**src/rtl/exception_handler.sv**
```systemverilog
// -----------------------------------------------------------------------------
// exception_handler
//
// Consumer end of the pipelined 2-bit exception-code path. An exception code
// arriving from the MEM-stage exception register is captured together with the
// faulting PC. The block then stalls the front end, holds a flush pulse train
// for FLUSH_CYCLES cycles, and finally presents the captured cause to the
// control/status unit with a valid/ack handshake.
//
// Exception codes: 00 none, 01 arithmetic overflow, 10 invalid address,
// 11 illegal instruction. Codes are opaque; only 00 means "no exception".
//
// Parameters:
//   PC_W          width of the faulting-instruction PC
//   FLUSH_CYCLES  cycles flush is held high per exception (1..15)
//   CNT_W         width of the accepted-exception counter
//
// Optional feature (macro EXC_COUNT_EN):
//   defined   : exc_count counts accepted captures, saturating at 2^CNT_W-1
//   undefined : no counter register, exc_count tied to zero
//
// Ports:
//   clk        in   system clock, rising edge
//   reset      in   asynchronous active-low reset
//   exp_error  in   2-bit exception code from the MEM stage
//   exp_pc     in   PC of the instruction carrying exp_error
//   exc_ack    in   consumer accepts the reported exception
//   stall      out  freeze fetch/decode while an exception is in progress
//   flush      out  squash in-flight pipeline stages
//   exc_valid  out  cause registers hold a reportable exception
//   exc_code   out  captured exception code
//   exc_pc     out  captured faulting PC
//   dropped    out  sticky: an exception arrived while busy and was discarded
//   exc_count  out  saturating count of accepted exceptions
// -----------------------------------------------------------------------------
module exception_handler #(
  parameter int PC_W         = 16,
  parameter int FLUSH_CYCLES = 3,
  parameter int CNT_W        = 8
) (
  input  logic             clk,
  input  logic             reset,
  input  logic [1:0]       exp_error,
  input  logic [PC_W-1:0]  exp_pc,
  input  logic             exc_ack,
  output logic             stall,
  output logic             flush,
  output logic             exc_valid,
  output logic [1:0]       exc_code,
  output logic [PC_W-1:0]  exc_pc,
  output logic             dropped,
  output logic [CNT_W-1:0] exc_count
);

  // Flush counter is wide enough for the full legal FLUSH_CYCLES range.
  localparam int               FC_W    = 4;
  localparam logic [FC_W-1:0]  FC_LOAD = FC_W'(FLUSH_CYCLES - 1);

  typedef enum logic [1:0] {
    ST_IDLE   = 2'd0,
    ST_FLUSH  = 2'd1,
    ST_REPORT = 2'd2
  } state_t;

  state_t            r_state;
  logic [FC_W-1:0]   r_flush_cnt;
  logic              r_stall;
  logic              r_flush;
  logic              r_exc_valid;
  logic [1:0]        r_exc_code;
  logic [PC_W-1:0]   r_exc_pc;
  logic              r_dropped;

  logic              w_exc_in;

  assign w_exc_in = (exp_error != 2'b00);

  // Main exception FSM: capture, flush sequencing, report handshake, drop flag.
  always_ff @(posedge clk or negedge reset) begin
    if (!reset) begin
      r_state     <= ST_IDLE;
      r_flush_cnt <= {FC_W{1'b0}};
      r_stall     <= 1'b0;
      r_flush     <= 1'b0;
      r_exc_valid <= 1'b0;
      r_exc_code  <= 2'b00;
      r_exc_pc    <= {PC_W{1'b0}};
      r_dropped   <= 1'b0;
    end else begin
      case (r_state)
        ST_IDLE: begin
          if (w_exc_in) begin
            r_state     <= ST_FLUSH;
            r_flush_cnt <= FC_LOAD;
            r_stall     <= 1'b1;
            r_flush     <= 1'b1;
            r_exc_code  <= exp_error;
            r_exc_pc    <= exp_pc;
          end else begin
            r_state     <= ST_IDLE;
          end
        end

        ST_FLUSH: begin
          // Anything arriving mid-flush is discarded; the capture is kept.
          if (w_exc_in) begin
            r_dropped <= 1'b1;
          end
          // Counter reaching zero ends the flush train after FLUSH_CYCLES cycles.
          if (r_flush_cnt == {FC_W{1'b0}}) begin
            r_state     <= ST_REPORT;
            r_flush     <= 1'b0;
            r_exc_valid <= 1'b1;
          end else begin
            r_flush_cnt <= r_flush_cnt - {{(FC_W-1){1'b0}}, 1'b1};
          end
        end

        ST_REPORT: begin
          if (exc_ack) begin
            // An acknowledged report never counts as a drop, so the clear applies.
            r_dropped   <= 1'b0;
            r_exc_valid <= 1'b0;
            if (w_exc_in) begin
              // Back-to-back exception: recapture and flush again, stall held.
              r_state     <= ST_FLUSH;
              r_flush_cnt <= FC_LOAD;
              r_flush     <= 1'b1;
              r_exc_code  <= exp_error;
              r_exc_pc    <= exp_pc;
            end else begin
              r_state     <= ST_IDLE;
              r_stall     <= 1'b0;
            end
          end else if (w_exc_in) begin
            r_dropped <= 1'b1;
          end
        end

        default: begin
          r_state     <= ST_IDLE;
          r_flush_cnt <= {FC_W{1'b0}};
          r_stall     <= 1'b0;
          r_flush     <= 1'b0;
          r_exc_valid <= 1'b0;
        end
      endcase
    end
  end

`ifdef EXC_COUNT_EN
  logic              w_capture;
  logic [CNT_W-1:0]  r_exc_count;

  // A capture is accepted from IDLE or as a back-to-back capture in REPORT.
  assign w_capture = w_exc_in &&
                     ((r_state == ST_IDLE) || ((r_state == ST_REPORT) && exc_ack));

  // Saturating counter of accepted exceptions.
  always_ff @(posedge clk or negedge reset) begin
    if (!reset) begin
      r_exc_count <= {CNT_W{1'b0}};
    end else if (w_capture && (r_exc_count != {CNT_W{1'b1}})) begin
      r_exc_count <= r_exc_count + {{(CNT_W-1){1'b0}}, 1'b1};
    end
  end

  assign exc_count = r_exc_count;
`else
  assign exc_count = {CNT_W{1'b0}};
`endif

  assign stall     = r_stall;
  assign flush     = r_flush;
  assign exc_valid = r_exc_valid;
  assign exc_code  = r_exc_code;
  assign exc_pc    = r_exc_pc;
  assign dropped   = r_dropped;

endmodule

```
**config.mk**
```make
export PLATFORM = sky130hd
export DESIGN_NAME = exception_handler
export DESIGN_NICKNAME = d
export VERILOG_FILES = /design/src/rtl/exception_handler.sv
export SDC_FILE = /design/constraint.sdc
export NUM_CORES = 1
export LEC_CHECK = 0
export BUFFER_PORTS_ARGS = -buffer_cell sky130_fd_sc_hd__buf_2
export CORE_MARGIN = 4
export CORE_UTILIZATION = 49
export CTS_CLUSTER_DIAMETER = 150
export DETAILED_ROUTE_END_ITERATION = 8
export PLACE_DENSITY = 0.79
export SLEW_MARGIN = 40
export SYNTH_ARGS = -nofsm -noshare
export SYNTH_HDL_FRONTEND = slang
export SYNTH_SLANG_ARGS = --single-unit
```
**constraint.sdc**
```tcl
create_clock -name clk -period 2.5 [get_ports clk]
set_input_delay 0.125 -clock clk [delete_from_list [all_inputs] [get_ports clk]]
set_output_delay 0.125 -clock clk [all_outputs]
set_load 0.01 [all_outputs]
```
==> impl_metrics.toml <==
[run_status]
status = "finished clean"

[setup_path]
r2r_slack_ns = 0.48
crit_path_end_kind = "flip-flop"
worst-path-max-fanout = 19
critical_path_class = "reg2reg"
crit_chain = "inv_1 -> ha_1 -> mux2i_1 -> nor2_4 -> mux2_2"
crit_path_start_kind = "flip-flop"
crit_arrival_ns = 2.23
timing.rr.start = "r_state[0]"
rr_endpoint = "exc_pc[8]"
crit_required_ns = 2.72
cpMaxStageDelayCell = "dfrtp_1"
cp_slowest_stage_delay_ns = 0.44
worst-r2r-cell-count = 5

[layout]
final_common_cell = "buf_2"
fillCellCount = 231
stdcell_count = 186
n_antenna_cell = 0
drive_above_1_share_pct = 48.4
final_cell_mix = "buf_2 (42), dfrtp_1 (28), mux2_2 (21), ha_1 (8), conb_1 (8)"
layout.nets = 185
syn2layout_area_growth_pct = 16.1
final_cell_area_um2 = 1660

[route]
firstDrtPassIters = 4
drc = 0
finalWirelength_mm = 2.75
postRouteAntennaNets = 0
viasPerCell = 5.41
wl_per_cell_um = 14.8
drt_iter0_markers = 9
num_vias = 1006

[clocking]
cts_made_buffers = 3
cts_setup_buffers = 0
root_buffer = "clkbuf_4"
clkLatencyLatePin_ns = 0.32
path_clk_slew_ns = 0.13
htreeDepth = 1
cts_sinks = 28
clk_path_buf_depth = 2
tritoncts = "done"

[min_path]
whs_endpoint = "exc_pc[4]"
holdPathStages = 2
hp-class = "in2reg"
min-delay-start = "exp_pc[4]"

[place]
dpl_worst_slack_ns = 0.501
placed_area_um2 = 1610
gp_congestion = 0.861
hpwl_mm = 2.14
post-place-cells = 181
portBuffers = 42

[grt]
grt_max_degree = 29
grt_pass1_vias = 1055
grt_pass1_wl_mm = 4.45
overflow = 0
grt_use_total_pct = 15.4
antenna_found_initial = 0

[yosys]
avgSynthCellArea_um2 = 12.7
synthDistinctLibCells = 35
async_reset_ff_share_pct = 100
syn-cell-area_um2 = 1430
syn-instance-count = 113
synth-seq-area-share_pct = 49.0
synthFlopType = "dfrtp_1"
synth-edff-count = 0
yosysWarnings = 0
ys_seq_elements = 28

[timing]
rsz0062_at_grt = "false"
drv_slew = 0
fin_crit_ns = 2.02
setup_tns_ns = 0
setup_ws_ns = 0.483
fmax_mhz = 496
finalSetupViolations = 0
clock_skew_ns = 0.00274
timing.hold.ws_ns = 0.0248
final_hold_viol_count = 0
max-slew-margin-rel_pct = 60.1
tightest_slew_ns = 0.599
post-route-period-util_pct = 80.7

[power_and_ir_drop]
power_density_nw_per_um2 = 1280
p_leak_nw = 0.804
worst_ir_drop_vdd_mv = 0.826

[floorplanning]
top_level_ports = 51
die_width_um = 62.0
start_util_pct = 51.4
die-area_um2 = 3850
rows = 19
die_h_um = 62.0
core_um2 = 2780

[job]
drv_cap = 0
-- worst max-delay path: cells and delay by family (launching register included) --
kind	cells	cell delay, ns
muxes	2	0.56
buffers and inverters	1	0.15
adders and majority gates	1	0.33
and+or+nand+nor	1	0.43
DFF	1	0.44
-- registers in the layout, summed over array words and instances, names as in the netlist --
signal,count
dropped,1
exc_code,2
exc_pc,16
exc_valid,1
flush,1
r_flush_cnt,4
r_state,2
stall,1
-- per-stage QoR --
stage | power, mW | util (%)
floorplan | 1.63 | -
global placement | 1.87 | 58.0
detailed placement | 1.93 | 58.0
CTS | 2.15 | 59.7
global route | 2.30 | 59.7
finish | 2.12 | 59.7
-- worst max path at each step --
stage / from / slack (ns) / endpoint
5_1_grt: r_state[0] / 0.39 / exc_pc[14]
6_report: r_state[0] / 0.48 / exc_pc[8]
2_1_floorplan: r_state[0] / 0.72 / exc_code[0]
4_1_cts: r_state[1] / 0.48 / r_flush_cnt[1]
3_3_place_gp: r_state[0] / 0.61 / exc_pc[7]
3_5_place_dp: r_state[0] / 0.50 / exc_pc[8]
-- per-layer routing --
metal  GRT usage (%)  part of all wire (%)
met1            18.7                    39
met2            26.8                    49
met3            3.72                   9.8
met4            5.15                   1.3
met5               0                     0
-- synth_stat cells, types with 3 or more instances --
cell type | count | area, um^2
a211oi_1 | 3 | 22.5
a21oi_1 | 4 | 20.0
buf_4 | 8 | 60.1
dfrtp_1 | 28 | 701
ha_1 | 8 | 100
inv_1 | 6 | 22.5
mux2_2 | 21 | 236
-- cell type report --
type | instances | area (um^2) | area share, %
repair buffers | 43 | 220 | 13.3
clock buffers | 4 | 36.3 | 2.19
multi-input cells | 74 | 642 | 38.7
flip-flops and latches | 28 | 701 | 42.2
inverters | 6 | 22.5 | 1.36
well taps | 31 | 38.8 | 2.34
-- cells by family after synthesis --
group / after synthesis / synth area share, %
compound gates: 20 / 10.4
fa+ha+maj: 8 / 7.00
buf+inv: 18 / 7.96
flops: 28 / 49.0
mux: 22 / 17.2
other cells: 1 / 0.262
simple gates: 16 / 8.14
-- what timing repair did --
action                    in CTS  in global routing
hold endpoints to repair      28                  0
hold buffers                   1                  0
resized for setup              0                  0
-- power by group --
group | total (mW) | internal (mW) | leakage [nW] | switching (mW)
Clock | 0.210 | 0.0890 | 0.0210 | 0.121
Combinational | 1.10 | 0.556 | 0.449 | 0.546
Sequential | 0.810 | 0.678 | 0.334 | 0.132
Total | 2.12 | 1.32 | 0.804 | 0.800
Note: power is estimated with default switching activity, not from simulation.
